$ cat src/rtl/cast_vc_output_scheduler_if.sv
// Output-port VC scheduler bundle: per-VC request/credit inputs and
// grant/credit/status outputs shared by the scheduler and its driver.
interface cast_vc_output_scheduler_if #(
    parameter int VN = 4,
    parameter int CW = 3
);
    logic [VN-1:0]         req_i;
    logic [VN-1:0]         head_i;
    logic [VN-1:0]         tail_i;
    logic                  out_ready_i;
    logic [VN-1:0]         credit_i;
    logic [VN-1:0]         grant_o;
    logic                  out_valid_o;
    logic                  fire_o;
    logic [VN-1:0][CW-1:0] credit_cnt_o;
    logic                  locked_o;
    logic                  err_o;

    modport master (
        output req_i,
        output head_i,
        output tail_i,
        output out_ready_i,
        output credit_i,
        input  grant_o,
        input  out_valid_o,
        input  fire_o,
        input  credit_cnt_o,
        input  locked_o,
        input  err_o
    );

    modport slave (
        input  req_i,
        input  head_i,
        input  tail_i,
        input  out_ready_i,
        input  credit_i,
        output grant_o,
        output out_valid_o,
        output fire_o,
        output credit_cnt_o,
        output locked_o,
        output err_o
    );
endinterface

$ cat src/rtl/cast_vc_output_scheduler.sv
// Packet-aware VC scheduler for one router output port: round-robin
// head selection, packet locking head-to-tail, per-VC downstream credits.
module cast_vc_output_scheduler #(
    parameter int VN      = 4,
    parameter int CREDITS = 4,
    parameter int CW      = $clog2(CREDITS + 1)
) (
    input  logic                      clk,
    input  logic                      rst,
    cast_vc_output_scheduler_if.slave bus
);
    localparam int IW = (VN > 1) ? $clog2(VN) : 1;

    typedef enum logic {
        S_IDLE,
        S_LOCKED
    } state_t;

    state_t                state_q, state_d;
    logic [IW-1:0]         lock_vc_q, lock_vc_d;
    logic [IW-1:0]         rr_ptr_q, rr_ptr_d;
    logic [VN-1:0][CW-1:0] cnt_q, cnt_d;
    logic                  err_q, err_d;

    logic [VN-1:0] elig;
    logic [VN-1:0] cand;
    logic [VN-1:0] grant;
    logic [IW-1:0] gidx;
    logic          found;
    logic          fire;
    logic          g_tail;

    // A VC may only be picked when it has a flit and downstream space.
    always_comb begin
        elig = '0;
        cand = '0;
        for (int v = 0; v < VN; v++) begin
            elig[v] = bus.req_i[v] && (cnt_q[v] != '0);
            cand[v] = elig[v] && bus.head_i[v];
        end
    end

    // Pick the VC for this cycle; independent of out_ready so valid holds.
    always_comb begin
        found = 1'b0;
        gidx  = lock_vc_q;
        if (state_q == S_LOCKED) begin
            found = elig[lock_vc_q];
        end else begin
            for (int i = 0; i < VN; i++) begin
                if (!found && cand[(int'(rr_ptr_q) + i) % VN]) begin
                    found = 1'b1;
                    gidx  = IW'((int'(rr_ptr_q) + i) % VN);
                end
            end
        end
        grant  = found ? ({{(VN-1){1'b0}}, 1'b1} << gidx) : '0;
        g_tail = bus.tail_i[gidx];
        fire   = found && bus.out_ready_i;
    end

    // Packet lock and round-robin pointer advance only on a transfer.
    always_comb begin
        state_d   = state_q;
        lock_vc_d = lock_vc_q;
        rr_ptr_d  = rr_ptr_q;
        if (fire) begin
            case (state_q)
                S_IDLE: begin
                    if (!g_tail) begin
                        state_d   = S_LOCKED;
                        lock_vc_d = gidx;
                    end
                end
                S_LOCKED: begin
                    if (g_tail) begin
                        state_d = S_IDLE;
                    end
                end
                default: state_d = S_IDLE;
            endcase
            if (g_tail) begin
                if (gidx == IW'(VN - 1)) begin
                    rr_ptr_d = '0;
                end else begin
                    rr_ptr_d = gidx + 1'b1;
                end
            end
        end
    end

    // Credit bookkeeping; a return into a full counter is flagged sticky.
    always_comb begin
        cnt_d = cnt_q;
        err_d = err_q;
        for (int v = 0; v < VN; v++) begin
            if (bus.credit_i[v] && !(fire && grant[v])) begin
                if (cnt_q[v] == CW'(CREDITS)) begin
                    err_d = 1'b1;
                end else begin
                    cnt_d[v] = cnt_q[v] + 1'b1;
                end
            end else if (!bus.credit_i[v] && fire && grant[v]) begin
                cnt_d[v] = cnt_q[v] - 1'b1;
            end
        end
    end

    // State registers; reset restores full credit since downstream resets too.
    always_ff @(posedge clk) begin
        if (rst) begin
            state_q   <= S_IDLE;
            lock_vc_q <= '0;
            rr_ptr_q  <= '0;
            cnt_q     <= {VN{CW'(CREDITS)}};
            err_q     <= 1'b0;
        end else begin
            state_q   <= state_d;
            lock_vc_q <= lock_vc_d;
            rr_ptr_q  <= rr_ptr_d;
            cnt_q     <= cnt_d;
            err_q     <= err_d;
        end
    end

    assign bus.grant_o      = grant;
    assign bus.out_valid_o  = found;
    assign bus.fire_o       = fire;
    assign bus.credit_cnt_o = cnt_q;
    assign bus.locked_o     = (state_q == S_LOCKED);
    assign bus.err_o        = err_q;

endmodule

$ cat src/flat_wrapper.sv
// flat-port wrapper written by rule: the top's interface ports become plain ports
module cast_vc_output_scheduler_flat 
#(
    parameter int VN      = 4,
    parameter int CREDITS = 4,
    parameter int CW      = $clog2(CREDITS + 1)
)
  (clk, rst, bus_req_i, bus_head_i, bus_tail_i, bus_out_ready_i, bus_credit_i, bus_grant_o, bus_out_valid_o, bus_fire_o, bus_credit_cnt_o, bus_locked_o, bus_err_o);
  cast_vc_output_scheduler_if #(.VN(VN), .CW(CW)) bus_i ();
  input  logic clk;
  input  logic rst;
  input wire logic [$bits(bus_i.req_i)-1:0] bus_req_i;
  input wire logic [$bits(bus_i.head_i)-1:0] bus_head_i;
  input wire logic [$bits(bus_i.tail_i)-1:0] bus_tail_i;
  input wire logic [$bits(bus_i.out_ready_i)-1:0] bus_out_ready_i;
  input wire logic [$bits(bus_i.credit_i)-1:0] bus_credit_i;
  output wire logic [$bits(bus_i.grant_o)-1:0] bus_grant_o;
  output wire logic [$bits(bus_i.out_valid_o)-1:0] bus_out_valid_o;
  output wire logic [$bits(bus_i.fire_o)-1:0] bus_fire_o;
  output wire logic [$bits(bus_i.credit_cnt_o)-1:0] bus_credit_cnt_o;
  output wire logic [$bits(bus_i.locked_o)-1:0] bus_locked_o;
  output wire logic [$bits(bus_i.err_o)-1:0] bus_err_o;
  assign bus_i.req_i = bus_req_i;
  assign bus_i.head_i = bus_head_i;
  assign bus_i.tail_i = bus_tail_i;
  assign bus_i.out_ready_i = bus_out_ready_i;
  assign bus_i.credit_i = bus_credit_i;
  assign bus_grant_o = bus_i.grant_o;
  assign bus_out_valid_o = bus_i.out_valid_o;
  assign bus_fire_o = bus_i.fire_o;
  assign bus_credit_cnt_o = bus_i.credit_cnt_o;
  assign bus_locked_o = bus_i.locked_o;
  assign bus_err_o = bus_i.err_o;
  cast_vc_output_scheduler #(.VN(VN), .CREDITS(CREDITS), .CW(CW)) u_core (.clk(clk), .rst(rst), .bus(bus_i));
endmodule
$ cat config.mk
export PLATFORM = sky130hd
export DESIGN_NAME = cast_vc_output_scheduler_flat
export DESIGN_NICKNAME = d
export VERILOG_FILES = /design/src/rtl/cast_vc_output_scheduler_if.sv /design/src/rtl/cast_vc_output_scheduler.sv /design/src/flat_wrapper.sv
export SDC_FILE = /design/constraint.sdc
export NUM_CORES = 1
export LEC_CHECK = 0
export ABC_AREA = 1
export BUFFER_PORTS_ARGS = -buffer_cell sky130_fd_sc_hd__buf_2
export CAP_MARGIN = 20
export CORE_MARGIN = 4
export CORE_UTILIZATION = 47
export DETAILED_ROUTE_END_ITERATION = 7
export PLACE_DENSITY_LB_ADDON = 0.05
export SLEW_MARGIN = 20
export SYNTH_ARGS = -nofsm -noshare
export SYNTH_HDL_FRONTEND = slang
export SYNTH_SLANG_ARGS = --single-unit
$ cat constraint.sdc
create_clock -name clk -period 3.1 [get_ports clk]
set_clock_uncertainty 0.15 [all_clocks]
set_input_delay 0.31 -clock clk [delete_from_list [all_inputs] [get_ports clk]]
set_output_delay 0.31 -clock clk [all_outputs]
set_load 0.05 [all_outputs]
---- Yosys cells after proc, flatten, opt, wreduce, memory -nomap -nowiden ----
Index checks and enable logic that the tools add are counted.
word-level totals
  bits of input ports ..................... 19
  register bits after elaboration ......... 18
cells by class
  multiplexer cells ....................... 51
  bitwise logic cells ..................... 5
  shift operators ......................... 1
  equality and inequality tests ........... 9
  reduce and logical (&&, ||, !) cells .... 56
  $lt $le $gt $ge ......................... 6
  add/sub/neg operators ................... 12
operator list
  kind                                                                           number
  3-bit two-way mux                                                              12
  1-bit logical AND                                                              28
  1-bit two-way mux                                                              26
  3-bit by 1-bit adder with 3-bit output (second input constant)                 4
  1-bit binary-select mux with 2-bit select                                      6
  3-bit equality test (second input constant)                                    4
  3-bit by 4-bit less-than comparator with 1-bit output (second input constant)  3
  2-bit two-way mux                                                              6
  3-bit nonzero test                                                             4
  3-bit by 1-bit subtractor with 3-bit output (second input constant)            4
  1-bit zero test                                                                11
  2-bit AND reduction                                                            5
  2-bit by 3-bit less-than comparator with 1-bit output (second input constant)  3
  2-bit inequality test (second input constant)                                  4
  2-bit nonzero test                                                             4
  2-bit OR reduction                                                             3
  2-bit by 1-bit adder with 2-bit output (second input constant)                 2
  2-bit adder (second input constant)                                            2
  4-bit two-way mux                                                              1
  1-bit by 2-bit left shift with 4-bit output (first input constant)             1
  1-bit bitwise AND (first input constant)                                       3
  3-bit AND reduction                                                            1
  2-bit equality test (second input constant)                                    1
  1-bit inverter                                                                 2

---- Logic depth before layout (Yosys ltp) ----
  depth after elaboration ................. 31
  mapped depth ............................ 23

---- Worst setup path before layout ----
Ideal clock, no wire load.
  path type ............................... reg-to-reg
  from .................................... reg u_core.cnt_q, in the netlist u_core.bus.credit_cnt_o[9]
  to ...................................... reg u_core.cnt_q, in the netlist u_core.bus.credit_cnt_o[8]
  setup time .............................. 0.129 ns
  setup slack ............................. -0.227 ns
  data required time ...................... 2.821 ns
  stages on the path, launching flop included .. 21
  data arrival time ....................... 3.048 ns
  clock period less this slack ............ 3.327 ns
  path buffers ............................ 0
  cells stage by stage .................... dfxtp_1 nor2_1 nand2_1 nand4_1 nand2_1 nand2_1 nand2_2 nor2_4 nand3_2 inv_1 a21oi_1 nand2_1 nand2_1 inv_1 ha_1 nand2_4 nand2_2 fa_1 or2_2 nand4_1 nand3_1
between the ends
  word-level cells in the longest chain between the ends .. 26
  elaborated cells between the ends (all ways) .. 47
  those cells by class .................... eq/ne (1); shift (1); mux (28); reduce/logical (17)
ends and longest elaborated chain
  element                                                                       line                             source
  start, declared                                                               cast_vc_output_scheduler.sv:22   logic [VN-1:0][CW-1:0] cnt_q, cnt_d;
  start signal, assigned                                                        cast_vc_output_scheduler.sv:115  cnt_q <= {VN{CW'(CREDITS)}};
  start signal, assigned                                                        cast_vc_output_scheduler.sv:121  cnt_q <= cnt_d;
  3-bit nonzero test *                                                          cast_vc_output_scheduler.sv:38   elig[v] = bus.req_i[v] && (cnt_q[v] != '0);
  1-bit logical AND *                                                           cast_vc_output_scheduler.sv:38
  1-bit logical AND *                                                           cast_vc_output_scheduler.sv:39   cand[v] = elig[v] && bus.head_i[v];
  1-bit binary-select mux with 2-bit select                                     cast_vc_output_scheduler.sv:51   if (!found && cand[(int'(rr_ptr_q) + i) % VN]) begin
  1-bit two-way mux (not written as such)                                       cast_vc_output_scheduler.sv:51
  1-bit two-way mux                                                             cast_vc_output_scheduler.sv:51
  1-bit two-way mux                                                             cast_vc_output_scheduler.sv:47   if (state_q == S_LOCKED) begin
  1-bit zero test                                                               cast_vc_output_scheduler.sv:51
  [... 11 more ...]                                                             -
  net u_core.gidx[1]                                                            cast_vc_output_scheduler.sv:28   logic [IW-1:0] gidx;
  1-bit by 2-bit left shift with 4-bit output *                                 cast_vc_output_scheduler.sv:57   grant = found ? ({{(VN-1){1'b0}}, 1'b1} << gidx) : '0;
  4-bit two-way mux *                                                           cast_vc_output_scheduler.sv:57
  1-bit logical AND                                                             cast_vc_output_scheduler.sv:97   if (bus.credit_i[v] && !(fire && grant[v])) begin
  1-bit zero test                                                               cast_vc_output_scheduler.sv:97
  1-bit logical AND                                                             cast_vc_output_scheduler.sv:97
  2-bit inequality test (no source line) or 2-bit nonzero test (tied branches)  -
  2-bit AND reduction (no source line)                                          -
The timed path passes the listed nets; every way through them passes the cells marked *. The select of a mux whose other input is x is not followed.
A chain may end at the register's enable or synchronous reset.

---- Final worst setup path ----
  from .................................... reg u_core.cnt_q, in the netlist u_core.bus.credit_cnt_o[4]
  to ...................................... out bus_grant_o[2]
between the ends
  word-level cells in the longest chain between the ends .. 21
  elaborated cells between the ends (all ways) .. 37
  those cells by class .................... shift (1); mux (27); reduce/logical (9)
ends and longest elaborated chain
  element                                        line                            source
  3-bit nonzero test *                           cast_vc_output_scheduler.sv:38
  1-bit logical AND *                            cast_vc_output_scheduler.sv:38
  1-bit logical AND *                            cast_vc_output_scheduler.sv:39
  1-bit binary-select mux with 2-bit select      cast_vc_output_scheduler.sv:51
  1-bit two-way mux (not written as such)        cast_vc_output_scheduler.sv:51
  1-bit two-way mux                              cast_vc_output_scheduler.sv:51
  1-bit two-way mux                              cast_vc_output_scheduler.sv:47
  1-bit zero test                                cast_vc_output_scheduler.sv:51
  [... 6 more ...]                               -
  1-bit two-way mux                              cast_vc_output_scheduler.sv:47
  1-bit zero test                                cast_vc_output_scheduler.sv:51
  1-bit logical AND                              cast_vc_output_scheduler.sv:51
  2-bit two-way mux *                            cast_vc_output_scheduler.sv:51
  2-bit two-way mux *                            cast_vc_output_scheduler.sv:47
  net u_core.gidx[1]                             cast_vc_output_scheduler.sv:28
  1-bit by 2-bit left shift with 4-bit output *  cast_vc_output_scheduler.sv:57
  4-bit two-way mux *                            cast_vc_output_scheduler.sv:57
  end, declared                                  flat_wrapper.sv:17              output wire logic [$bits(bus_i.grant_o)-1:0] bus_grant_o;
Marked as above.

==> flow_summary.html <==
<table>
<tr><th>Metric</th><th>Value</th></tr>
<tr><th colspan="2">Worst hold path</th></tr>
<tr><td>WHS Path Cells</td><td>2</td></tr>
<tr><td>Startpoint of the worst hold path</td><td>rst</td></tr>
<tr><td>End point of the most critical hold path</td><td>u_core.bus.credit_cnt_o[4]$_SDFFE_PP0P_</td></tr>
<tr><td>Type of the most critical hold path</td><td>primary input to register</td></tr>
<tr><th colspan="2">Clock tree</th></tr>
<tr><td>CTS Root Cell</td><td>sky130_fd_sc_hd__clkbuf_4</td></tr>
<tr><td>Clock latency at the later pin of the worst-skew pair</td><td>0.31 ns</td></tr>
<tr><td>Clock tree from TritonCTS</td><td>done</td></tr>
<tr><td>Sink Count</td><td>18</td></tr>
<tr><td>CTS clock-pin slew for the worst setup and hold paths</td><td>0.10 ns</td></tr>
<tr><td>CTS Buffer Depth</td><td>2</td></tr>
<tr><td>Num CTS Buffers</td><td>3</td></tr>
<tr><td>Count of H-tree levels built during CTS</td><td>1</td></tr>
<tr><th colspan="2">Synth</th></tr>
<tr><td>Post-Synthesis Cells</td><td>241</td></tr>
<tr><td>Dominant combinational cell family by area after synthesis</td><td>simple AND/OR/NAND/NOR gates</td></tr>
<tr><td>Number of nets produced by synthesis</td><td>268</td></tr>
<tr><td>Area contributors post-synth</td><td>sky130_fd_sc_hd__dfxtp_1 23%, sky130_fd_sc_hd__nand2_1 15%, sky130_fd_sc_hd__nand3_1 8.7%</td></tr>
<tr><td>Simple logic cell fraction of the synthesized area</td><td>0.495</td></tr>
<tr><td>Post-synth top flop</td><td>sky130_fd_sc_hd__dfxtp_1</td></tr>
<tr><td>Post-synthesis register bit count</td><td>18</td></tr>
<tr><td>Synthesis Warnings</td><td>0</td></tr>
<tr><td>Share of synthesized area spent on multiplexers</td><td>0</td></tr>
<tr><td>Number of unique standard cell types used by synthesis</td><td>28</td></tr>
<tr><td>Fraction of registers with async set or reset after synthesis</td><td>0</td></tr>
<tr><td>Adder-Cell Fraction of Synth Area</td><td>0.0839</td></tr>
<tr><td>Share of the yosys chip area belonging to registers</td><td>0.232</td></tr>
<tr><td>Compound-Gate Fraction of Synth Area</td><td>0.0984</td></tr>
<tr><td>Synth top area share</td><td>0.232</td></tr>
<tr><td>Post-Synth XOR/XNOR Area</td><td>0.0105</td></tr>
<tr><td>Synth area leader</td><td>sky130_fd_sc_hd__dfxtp_1</td></tr>
<tr><td>Netlist Area Pre-Place</td><td>roughly 0.0016 mm2</td></tr>
<tr><td>Post-synth EDFFs</td><td>0</td></tr>
<tr><td>Average cell area after synthesis</td><td>6.44 um2</td></tr>
<tr><th colspan="2">Cells and area</th></tr>
<tr><td>Highest-count cells in the layout ignoring fill and taps</td><td>49 x sky130_fd_sc_hd__nand2_1, 38 x sky130_fd_sc_hd__buf_4, 34 x sky130_fd_sc_hd__buf_2</td></tr>
<tr><td>Fraction of final layout cells sized beyond drive strength 1</td><td>0.488</td></tr>
<tr><td>FF+latch area</td><td>between 300 and 400 um2</td></tr>
<tr><td>Multi-input logic area</td><td>~0.0012 mm2</td></tr>
<tr><td>Count of filler cells inserted in the layout</td><td>268</td></tr>
<tr><td>Leading cell type in the layout, fill and taps excluded</td><td>sky130_fd_sc_hd__nand2_1</td></tr>
<tr><td>Area delta synth-&gt;final</td><td>48.5%</td></tr>
<tr><td>Ant diodes</td><td>0</td></tr>
<tr><td>Final #Nets</td><td>350</td></tr>
<tr><td>End-of-flow core utilization</td><td>0.743</td></tr>
<tr><th colspan="2">Worst setup path</th></tr>
<tr><td>Maximum fanout count along the critical path</td><td>4</td></tr>
<tr><td>Crit Path Class</td><td>register to primary output</td></tr>
<tr><td>Worst R2R Setup Slack</td><td>0.14 ns</td></tr>
<tr><td>Reg-to-reg endpoint</td><td>u_core.bus.credit_cnt_o[8]$_SDFFE_PP1P_</td></tr>
<tr><td>Category of the worst setup path launch point</td><td>register</td></tr>
<tr><td>Count of cells along the worst register-to-register path</td><td>20</td></tr>
<tr><td>Critical path required time</td><td>~2.6 ns</td></tr>
<tr><td>Beginning of the worst register-to-register path</td><td>u_core.bus.credit_cnt_o[9]$_SDFFE_PP0P_</td></tr>
<tr><td>CP Capture Type</td><td>primary output</td></tr>
<tr><td>Data arrival time at the worst-slack endpoint</td><td>2.51 ns</td></tr>
<tr><th colspan="2">Global route</th></tr>
<tr><td>Number of antenna violations at the first check in global routing</td><td>0</td></tr>
<tr><td>First-pass GRT wire length</td><td>between 7 and 8 mm</td></tr>
<tr><td>Global-route total usage across every layer</td><td>0.209</td></tr>
<tr><td>Remaining global-route overflow</td><td>0</td></tr>
<tr><td>Maximum number of pins on one net before global-route repair</td><td>15</td></tr>
<tr><td>Vias in the first global route</td><td>1556</td></tr>
<tr><th colspan="2">Floorplan</th></tr>
<tr><td>Total I/O pin count</td><td>39</td></tr>
<tr><td>Die height</td><td>65.5 um</td></tr>
<tr><td>Area of the core</td><td>0.00310 mm2</td></tr>
<tr><td>Floorplan die width</td><td>~65 um</td></tr>
<tr><td>Number of standard-cell rows in the floorplan</td><td>20</td></tr>
<tr><td>Initial core utilization</td><td>0.500</td></tr>
<tr><td>Die area</td><td>0.00428 mm2</td></tr>
<tr><th colspan="2">Detailed routing</th></tr>
<tr><td>TritonRoute pass-1 iters</td><td>4</td></tr>
<tr><td>Final wirelength</td><td>4.44 mm</td></tr>
<tr><td>Via count</td><td>between 1.5k and 2k</td></tr>
<tr><td>Remaining number of nets flagged by the antenna check after routing</td><td>0</td></tr>
<tr><td>DR WL/cell</td><td>12.1 um</td></tr>
<tr><td>Residual DRC count</td><td>0</td></tr>
<tr><td>Number of DRC markers after the initial detailed-route iteration</td><td>163</td></tr>
<tr><td>Average via count per standard cell</td><td>between 4 and 5</td></tr>
<tr><th colspan="2">STA</th></tr>
<tr><td>Hold Fails Final Rpt</td><td>0</td></tr>
<tr><td>Tightest slew margin relative to the limit</td><td>0.700</td></tr>
<tr><td>Actual transition at the worst max-transition pin</td><td>0.449 ns</td></tr>
<tr><td>Setup violations, final</td><td>0</td></tr>
<tr><td>Setup_tns</td><td>0 ns</td></tr>
<tr><td>Maximum clock frequency</td><td>336 MHz</td></tr>
<tr><td>Final worst-path cycle share</td><td>0.959</td></tr>
<tr><td>Final worst path period need</td><td>around 3 ns</td></tr>
<tr><td>Final number of max-transition violations</td><td>0</td></tr>
<tr><td>RSZ-0062 raised after global routing</td><td>true</td></tr>
<tr><th colspan="2">Place</th></tr>
<tr><td>Placer's final routability congestion estimate</td><td>0.821</td></tr>
<tr><td>Port Buffers</td><td>38</td></tr>
<tr><td>Detailed placer's ending HPWL</td><td>roughly 3.3 mm</td></tr>
<tr><th colspan="2">Power</th></tr>
<tr><td>Maximum resistive drop on vdd</td><td>1.31 mV</td></tr>
<tr><td>Power density over the cells</td><td>1250 mW/mm2</td></tr>
<tr><td>Leak Pwr</td><td>approximately 1.2 nW</td></tr>
<tr><th colspan="2">Run status</th></tr>
<tr><td>Result of the run</td><td>complete, no violations</td></tr>
<tr><th colspan="2">Flow run</th></tr>
<tr><td>Maximum Capacitance Violations</td><td>0</td></tr>
</table>
state kept, by name (all words and copies together) (netlist names):
signal,count
u_core.bus.credit_cnt_o,12
u_core.lock_vc_q,2
u_core.bus.err_o,1
u_core.rr_ptr_q,2
u_core.bus.locked_o,1
cells by family after synthesis:
logic type | Yosys count
adders and majority gates | 8
AOI/OAI and AO/OA | 28
buffers and inverters | 33
xor gates and xnor gates | 1
DFF | 18
and+or+nand+nor | 153
synth_stat cells (5+ instances only):
library cell              count
sky130_fd_sc_hd__nand2_1     63
sky130_fd_sc_hd__inv_1       29
sky130_fd_sc_hd__nand3_1     27
sky130_fd_sc_hd__nor2_1      25
sky130_fd_sc_hd__dfxtp_1     18
sky130_fd_sc_hd__a21oi_1     11
sky130_fd_sc_hd__nand4_1      9
sky130_fd_sc_hd__nand2_2      8
sky130_fd_sc_hd__o21ai_0      6
sky130_fd_sc_hd__o21ai_1      6
sky130_fd_sc_hd__nand2_4      5
sky130_fd_sc_hd__or2_1        5
metal layers:
layer | global-route usage | vias up | routed length [um]
met5 | 0 | - | 0
met2 | 0.330 | 51 | 2130
li1 | - | 950 | -
met4 | 0.0466 | 0 | 40
met1 | 0.296 | 822 | 2030
met3 | 0.0393 | 4 | 236
how the worst max path moves through the flow:
stage | startpoint | endpoint | slack (ns) | depth (start not counted)
final | u_core.bus.credit_cnt_o[4]$_SDFFE_PP0P_ | bus_grant_o[2] | 0.13 | 19
after global routing | u_core.bus.credit_cnt_o[2]$_SDFFE_PP1P_ | bus_grant_o[2] | -0.11 | 19
after CTS | u_core.bus.credit_cnt_o[9]$_SDFFE_PP0P_ | bus_grant_o[3] | 0.01 | 20
after detailed placement | u_core.bus.credit_cnt_o[9]$_SDFFE_PP0P_ | u_core.bus.credit_cnt_o[8]$_SDFFE_PP1P_ | -0.05 | 21
after global placement | u_core.bus.credit_cnt_o[9]$_SDFFE_PP0P_ | u_core.bus.credit_cnt_o[8]$_SDFFE_PP1P_ | 0.01 | 21
after floorplan | u_core.bus.credit_cnt_o[10]$_SDFFE_PP0P_ | u_core.bus.credit_cnt_o[8]$_SDFFE_PP1P_ | 0.01 | 20
critical path, cell delays in order, from the launching register on:
cell                      delay (ns)
sky130_fd_sc_hd__dfxtp_4        0.36
sky130_fd_sc_hd__nor2_4         0.11
sky130_fd_sc_hd__nand2_2        0.08
sky130_fd_sc_hd__nand4_1        0.13
sky130_fd_sc_hd__nand2_2        0.09
sky130_fd_sc_hd__nand2_2        0.09
sky130_fd_sc_hd__nand2_4        0.07
sky130_fd_sc_hd__nor2_4         0.14
sky130_fd_sc_hd__buf_6          0.11
sky130_fd_sc_hd__nand3_2        0.04
sky130_fd_sc_hd__nand2_1        0.06
sky130_fd_sc_hd__nand2_1        0.04
sky130_fd_sc_hd__nand2_1        0.07
sky130_fd_sc_hd__nand2_2        0.09
sky130_fd_sc_hd__inv_2          0.08
sky130_fd_sc_hd__ha_2           0.20
sky130_fd_sc_hd__buf_4          0.11
sky130_fd_sc_hd__inv_1          0.04
sky130_fd_sc_hd__nor2_2         0.11
sky130_fd_sc_hd__buf_6          0.17
what timing repair did:
action / in CTS / in global routing
hold buffers: 0 / 0
endpoints found under the hold margin: 0 / 0
pin swaps: 5 / 20
resized for setup: 10 / 50
setup endpoints to repair: 6 / 10
setup buffers: 6 / 11
power by group:
| part | switching [mW] | internal [mW] | total, mW |
|---|---|---|---|
| clock | 0.0787 | 0.0503 | 0.129 |
| sequential | 0.0812 | 0.331 | 0.413 |
| combinational | 1.41 | 0.926 | 2.33 |
final cells by class:
cell class	instances	share of cell area
inverters	32	0.0521
multi-input cells	190	0.517
flip-flops and latches	18	0.168
well taps	44	0.0239
repair buffers	78	0.227
clock buffers	4	0.0114
metrics by stage:
step	cell area [um2]	power (mW)	hold slack [ns]	setup slack, ns	instances
3_5_place_dp	1980	2.34	0.291	-0.0483	345
3_3_place_gp	1980	2.32	0.284	0.0138	345
6_report	2300	2.87	0.0842	0.128	366
5_1_grt	2300	3.12	0.0872	-0.106	366
4_1_cts	2080	2.55	0.0639	0.0107	355
2_1_floorplan	1570	1.76	0.222	0.0111	241
Power figures use the tool's default switching activity.
